`src/rtl/plot_write_arbiter_pkg.sv`:
```
// rtl/plot_write_arbiter_pkg.sv - shared constants, state and pixel types for the plot write arbiter
//
// Purpose: screen geometry, default field widths, arbiter state encoding and
// the packed pixel record shared by the arbiter, its request FIFO and benches.
// Ports: none (package).

package plot_write_arbiter_pkg;

   localparam int SCREEN_W     = 160;
   localparam int SCREEN_H     = 120;

   localparam int X_W_DEF      = 8;
   localparam int Y_W_DEF      = 7;
   localparam int COLOUR_W_DEF = 3;

   typedef enum logic {
      GAME  = 1'b0,
      CLEAR = 1'b1
   } arb_state_t;

   typedef struct packed {
      logic [X_W_DEF-1:0]      x;
      logic [Y_W_DEF-1:0]      y;
      logic [COLOUR_W_DEF-1:0] colour;
   } pixel_t;

endpackage

```
`src/rtl/plot_write_arbiter_req_fifo.sv`:
```
// rtl/plot_write_arbiter_req_fifo.sv - synchronous FIFO buffering game draw requests
//
// Purpose: strict-order FIFO of packed pixel words with registered occupancy.
// Ports:
//   clk, reset          rising-edge clock, synchronous active-high flush
//   push, push_data     write strobe and word (ignored while full)
//   pop, pop_data       read strobe (ignored while empty) and current head word
//   full, empty, count  status derived from the registered occupancy

module plot_req_fifo #(
   parameter int DEPTH  = 16,
   parameter int DATA_W = 18
) (
   input  logic                     clk,
   input  logic                     reset,
   input  logic                     push,
   input  logic [DATA_W-1:0]        push_data,
   input  logic                     pop,
   output logic [DATA_W-1:0]        pop_data,
   output logic                     full,
   output logic                     empty,
   output logic [$clog2(DEPTH):0]   count
);

   localparam int AW = $clog2(DEPTH);
   localparam int CW = AW + 1;
   localparam logic [CW-1:0] FULL_COUNT = CW'(DEPTH);

   logic [DATA_W-1:0] mem [DEPTH];
   logic [AW-1:0]     wr_ptr;
   logic [AW-1:0]     rd_ptr;
   logic              do_push;
   logic              do_pop;

   assign full     = (count == FULL_COUNT);
   assign empty    = (count == '0);
   assign do_push  = push && !full;
   assign do_pop   = pop && !empty;
   assign pop_data = mem[rd_ptr];

   // Storage is not reset; only pointers and occupancy define validity.
   always_ff @(posedge clk) begin
      if (do_push) begin
         mem[wr_ptr] <= push_data;
      end
   end

   // DEPTH is a power of two, so the pointers wrap naturally.
   always_ff @(posedge clk) begin
      if (reset) begin
         wr_ptr <= '0;
         rd_ptr <= '0;
         count  <= '0;
      end else begin
         if (do_push) wr_ptr <= wr_ptr + 1'b1;
         if (do_pop)  rd_ptr <= rd_ptr + 1'b1;
         case ({do_push, do_pop})
            2'b10:   count <= count + 1'b1;
            2'b01:   count <= count - 1'b1;
            default: count <= count;
         endcase
      end
   end

endmodule

```
`src/rtl/plot_write_arbiter.sv`:
```
// rtl/plot_write_arbiter.sv - merges the clear sweep and game draw requests onto the VGA write port
//
// Purpose: the clear sweep has absolute priority; game requests are buffered
// in plot_req_fifo and drained one per cycle while no clear is running.
// Optional feature macro: PLOT_ARB_BOUNDS_CHECK_EN (off-screen requests are
// accepted but discarded, counted on drop_count).
// Ports:
//   clk, reset                       clock, synchronous active-high reset
//   clr_active, clr_x, clr_y         clear sweep coordinate stream (no back-pressure)
//   req_valid, req_ready             game request handshake
//   req_x, req_y, req_colour         game request pixel
//   vga_x, vga_y, vga_colour         registered adapter pixel, held while not plotting
//   vga_plot                         registered adapter write enable
//   clear_done                       one-cycle pulse when the clear phase ends
//   fifo_count                       request FIFO occupancy
//   drop_count                       saturating off-screen drop counter (macro only)

module plot_write_arbiter
   import plot_write_arbiter_pkg::*;
#(
   parameter int                  FIFO_DEPTH   = 16,
   parameter int                  X_W          = X_W_DEF,
   parameter int                  Y_W          = Y_W_DEF,
   parameter int                  COLOUR_W     = COLOUR_W_DEF,
   parameter logic [COLOUR_W-1:0] CLEAR_COLOUR = '0
) (
   input  logic                          clk,
   input  logic                          reset,
   input  logic                          clr_active,
   input  logic [X_W-1:0]                clr_x,
   input  logic [Y_W-1:0]                clr_y,
   input  logic                          req_valid,
   output logic                          req_ready,
   input  logic [X_W-1:0]                req_x,
   input  logic [Y_W-1:0]                req_y,
   input  logic [COLOUR_W-1:0]           req_colour,
   output logic [X_W-1:0]                vga_x,
   output logic [Y_W-1:0]                vga_y,
   output logic [COLOUR_W-1:0]           vga_colour,
   output logic                          vga_plot,
   output logic                          clear_done,
   output logic [$clog2(FIFO_DEPTH):0]   fifo_count
`ifdef PLOT_ARB_BOUNDS_CHECK_EN
   ,
   output logic [7:0]                    drop_count
`endif
);

   localparam int DATA_W = X_W + Y_W + COLOUR_W;

   arb_state_t        state;
   logic              fifo_full;
   logic              fifo_empty;
   logic              push;
   logic              pop;
   logic              in_bounds;
   logic [DATA_W-1:0] head;

`ifdef PLOT_ARB_BOUNDS_CHECK_EN
   assign in_bounds = (32'(req_x) < SCREEN_W) && (32'(req_y) < SCREEN_H);

   // Off-screen requests still complete the handshake so the source never stalls on them.
   always_ff @(posedge clk) begin
      if (reset) begin
         drop_count <= '0;
      end else if (req_valid && req_ready && !in_bounds && (drop_count != 8'hFF)) begin
         drop_count <= drop_count + 8'd1;
      end
   end
`else
   assign in_bounds = 1'b1;
`endif

   // Ready depends only on registered occupancy, never on this cycle's pop.
   assign req_ready = !fifo_full;
   assign push      = req_valid && req_ready && in_bounds;
   // A clear pixel in the same cycle defers the pop; the exit cycle of CLEAR does not pop.
   assign pop       = !reset && !clr_active && (state == GAME) && !fifo_empty;

   plot_req_fifo #(
      .DEPTH  (FIFO_DEPTH),
      .DATA_W (DATA_W)
   ) u_fifo (
      .clk       (clk),
      .reset     (reset),
      .push      (push),
      .push_data ({req_x, req_y, req_colour}),
      .pop       (pop),
      .pop_data  (head),
      .full      (fifo_full),
      .empty     (fifo_empty),
      .count     (fifo_count)
   );

   always_ff @(posedge clk) begin
      if (reset) begin
         state      <= GAME;
         vga_x      <= '0;
         vga_y      <= '0;
         vga_colour <= '0;
         vga_plot   <= 1'b0;
         clear_done <= 1'b0;
      end else begin
         clear_done <= 1'b0;
         if (clr_active) begin
            state      <= CLEAR;
            vga_x      <= clr_x;
            vga_y      <= clr_y;
            vga_colour <= CLEAR_COLOUR;
            vga_plot   <= 1'b1;
         end else if (state == CLEAR) begin
            state      <= GAME;
            clear_done <= 1'b1;
            vga_plot   <= 1'b0;
         end else if (pop) begin
            {vga_x, vga_y, vga_colour} <= head;
            vga_plot   <= 1'b1;
         end else begin
            vga_plot   <= 1'b0;
         end
      end
   end

endmodule

```
`config.mk`:
```
export PLATFORM = sky130hd
export DESIGN_NAME = plot_write_arbiter
export DESIGN_NICKNAME = d
export VERILOG_FILES = /design/src/rtl/plot_write_arbiter_pkg.sv /design/src/rtl/plot_write_arbiter_req_fifo.sv /design/src/rtl/plot_write_arbiter.sv
export SDC_FILE = /design/constraint.sdc
export NUM_CORES = 1
export LEC_CHECK = 0
export CAP_MARGIN = 20
export CORE_MARGIN = 4
export CORE_UTILIZATION = 25
export DETAILED_ROUTE_END_ITERATION = 10
export GPL_TIMING_DRIVEN = 0
export PLACE_DENSITY = 0.51
export SLEW_MARGIN = 20
export SYNTH_ARGS = -nofsm -noshare
export SYNTH_HDL_FRONTEND = slang
export SYNTH_SLANG_ARGS = --single-unit
```
`constraint.sdc`:
```
create_clock -name clk -period 3.5 [get_ports clk]
set_clock_uncertainty 0.15 [all_clocks]
set_input_delay 0.35 -clock clk [delete_from_list [all_inputs] [get_ports clk]]
set_output_delay 0.35 -clock clk [all_outputs]
set_load 0.03 [all_outputs]
```
==> out/qor.yml <==
outcome:
  status: "finished, final reports clean"
pwr:
  sw_frac_of_total_pct: 23.04
  p_clk_share_pct: 41.5
  seq_power_share_pct: 49.3
  p_switching_mw: 2.043
  combinationalPowerShare_pct: 9.2
  vdd_drop_max_mv: 0.3028
  p_leak_nw: 4.929
  powerDensity_nw_per_um2: 557.3
  p_int_mw: 6.826
setup_path:
  timing.rr.start: "u_fifo.count[2]"
  start_kind: "flop"
  crit_chain: "clkbuf_1, nor4_4, a21boi_2, inv_1, ha_1, xor2_1, ha_1, a21oi_1, a32oi_1, a31oi_1, mux2_2"
  critPathLaunch: "u_fifo.count[2]"
  critPathCaptureType: "flop"
  cp_max_fo: 10
  worst_path_max_delay_cell: "clkbuf_1"
  max_stage_delay_ns: 0.37
  setup.worst_path.class: "flop to flop"
  rrSetupSlack_ns: 0.22
  endpoint: "u_fifo.count[4]"
  cp_common_cell: "ha_1"
  reg2regPathDepth: 11
  arrival_ns: 3.54
  cp.required_ns: 3.76
  timing.rr.end: "u_fifo.count[4]"
yosys:
  ys_seq_elements: 326
  synth-main-ff-cell: "edfxtp_1"
  syn_area_um2: 12840
  ys_seq_area_share_pct: 73.28
  synthesis.instances: 665
  synth_edf_count: 288
  synth_area_per_cell_um2: 19.31
  synth_nets: 710
  async_reset_ff_share_pct: 0
  yosys_warnings: 0
  synth_cell_types: 51
floorplan:
  die_h_um: 234.6
  start_util_pct: 25.44
  core.rowCount: 82
  die-area_um2: 55050
  ioPinCount: 63
  die_w_um: 234.6
  coreArea_um2: 50480
detailed_routing:
  avgViaCountPerCell: 4.489
  num_vias: 6670
  drtIter0Drc: 523
  wl_per_cell_um: 22.43
  drcViolationCount: 0
  routed_wl_um: 33330
  postRouteAntennaNets: 0
  drt_first_pass_iters: 5
clock_tree:
  clock_sinks: 326
  cts-root-buf: "clkbuf_16"
  cts_tree: "yes"
  cts.clk_slew.worst_paths_ns: 0.06
  htree_num_levels: 2
  cts_buffers: 36
  ctsHoldBuffers: 0
  clock_latency_ns: 0.52
  cts_max_path_buffers: 3
global_routing:
  antenna_found_initial: 0
  grt_util_all_layers_pct: 11.83
  grt_pass1_wl_um: 48710
  grt_overflow: 0
  grt_pass1_vias: 7010
  grt_max_degree: 19
sta:
  tightest_slew_ns: 1.007
  fin_crit_ns: 3.280
  fin_setup_tns_ns: 0
  drv_slew: 0
  hold_viol: 0
  fin_crit_sh_pct: 93.72
  setup_viol: 0
  fmax_ghz: 0.3049
  slew_headroom_pct: 32.60
  finalWorstSetupSlack_ns: 0.2199
  rsz0062_at_grt: "no"
placed_design:
  gp_routability_congestion: 0.7278
  io_buffers: 61
  place_hpwl_um: 22280
  place_area_um2: 14740
  place_ws_ns: -0.4125
flow_run:
  cap_viol_max_count: 0
final_layout:
  postLayoutCellArea_um2: 15920
  antenna_cells: 0
  layout-drive-gt1-share_pct: 25.68
  nets: 831
  area_growth_pct: 23.95
hold_path:
  min_path_type: "flop to flop"
[Yosys cell counts, types with 2 or more instances]
cell,n,area share (%)
mux4_2,72,13
a211oi_2,5,0.49
edfxtp_1,288,67
nand2b_1,3,0.15
nor2_1,45,1.3
nand2_1,8,0.23
mux2i_1,4,0.31
o2bb2ai_1,15,1.0
ha_1,8,0.78
o21ai_0,4,0.16
a22o_1,6,0.41
a21oi_1,7,0.27
buf_2,13,0.51
a31oi_1,2,0.097
mux2_2,2,0.18
a211oi_1,26,1.5
clkbuf_1,17,0.50
clkbuf_4,2,0.12
nor2b_1,33,1.6
buf_6,3,0.26
buf_4,4,0.23
inv_1,7,0.20
o211ai_1,2,0.12
nor4_1,5,0.24
xnor2_1,4,0.27
nor3_1,4,0.16
xor2_1,5,0.34
dfxtp_1,38,5.9
nor4_2,11,1.1
[registers in the layout (all words and copies together), names as in the netlist, named ones only]
name           flops
clear_done         1
vga_y              7
u_fifo.mem       288
state              1
u_fifo.rd_ptr      4
vga_colour         3
vga_x              8
vga_plot           1
u_fifo.count       5
u_fifo.wr_ptr      4
[kinds of logic (layout without fill, tap and decap cells)]
family                     Yosys count  in the layout  synth area share [%]
buffers and inverters               49            198                 1.920
and+or+nand+nor                    119            119                 5.350
muxes                               78             78                 13.12
adders and majority gates            8              8                0.7796
DFF                                326            326                 73.28
AOI/OAI and AO/OA                   76             76                 4.941
xor gates and xnor gates             9              9                0.6139
[what timing repair did]
item,CTS,global route
pin swaps,0,1
gates cloned,0,0
gates resized for setup,2,1
hold endpoints to repair,0,0
endpoints found under the setup margin,1,1
setup buffers,0,1
[worst max-delay path: cells and delay by family (launching register included)]
kind | cells | cell delay, ns
AOI/OAI and AO/OA | 4 | 0.99
buffers and inverters | 2 | 0.49
and+or+nand+nor | 1 | 0.14
muxes | 1 | 0.36
xor gates and xnor gates | 1 | 0.18
adders and majority gates | 2 | 0.51
DFF | 1 | 0.35
[cell usage in the layout (no fill, tap or decap), types with 3 or more instances in the layout]
cell type	Yosys	routed
mux2i_1	4	4
dfxtp_1	38	38
clkbuf_8	0	7
edfxtp_1	288	288
o2bb2ai_1	15	15
a22o_1	6	6
nor4_2	11	10
a21oi_1	7	7
xnor2_1	4	4
ha_1	8	8
a211oi_1	26	26
nand2b_1	3	3
buf_6	3	3
nand2_1	8	8
xor2_1	5	5
clkinv_2	0	3
inv_1	7	7
buf_2	13	13
mux4_2	72	72
a211oi_2	5	4
clkbuf_1	17	30
buf_16	0	7
clkdlybuf4s50_1	0	61
nor2_4	0	12
o21ai_0	4	4
clkbuf_16	0	37
buf_8	0	3
buf_4	4	16
nor4_1	5	5
nor2_1	45	33
nor2b_1	33	33
nor3_2	0	4
[metrics by stage]
stage                     total power [mW]  util (%)  hold WS [ns]  std cells
after detailed placement             5.270     29.20        0.2981       1420
after floorplan                      4.892         -        0.2780        665
after global routing                 9.199     31.53        0.3207       1486
after global placement               5.245     28.31        0.2906       1398
final                                8.870     31.53        0.3070       1486
after CTS                            8.972     31.51        0.2962       1486
[final cells by class]
cell class | count | area [µm²]
Inverter | 8 | 30.03
Timing Repair Buffer | 84 | 958.4
Clock inverter | 8 | 75.07
Buffer | 40 | 212.7
Tap cell | 672 | 840.8
Multi-Input combinational cell | 290 | 3314
Fill cell | 4906 | 34560
Sequential cell | 326 | 9409
Clock buffer | 58 | 1075
[power groups by stage]
stage,Combinational [mW],Sequential (mW),Clock [mW]
after floorplan,0.371,4.52,0
after global placement,0.788,4.46,0
after detailed placement,0.816,4.45,0
after CTS,0.826,4.37,3.77
after global routing,0.883,4.38,3.94
final,0.816,4.37,3.68
[routing by layer]
metal  share of wire [%]  GRT usage (%)
met4                 1.4          2.453
met1                  46          16.79
met5                   0              0
met3                 5.0          2.333
met2                  47          19.03
[how the worst min path moves through the flow]
stage                           from               end  slack (ns)  cells past startpoint
floorplan           u_fifo.rd_ptr[3]              flop        0.28                      1
global placement    u_fifo.rd_ptr[3]  u_fifo.rd_ptr[3]        0.29                      1
detailed placement  u_fifo.rd_ptr[3]              flop        0.30                      1
CTS                         clr_y[0]          vga_y[0]        0.30                      3
global route                clr_y[6]          vga_y[6]        0.32                      3
finish                 vga_colour[0]     vga_colour[0]        0.31                      2
Power figures use the tool's default switching activity.
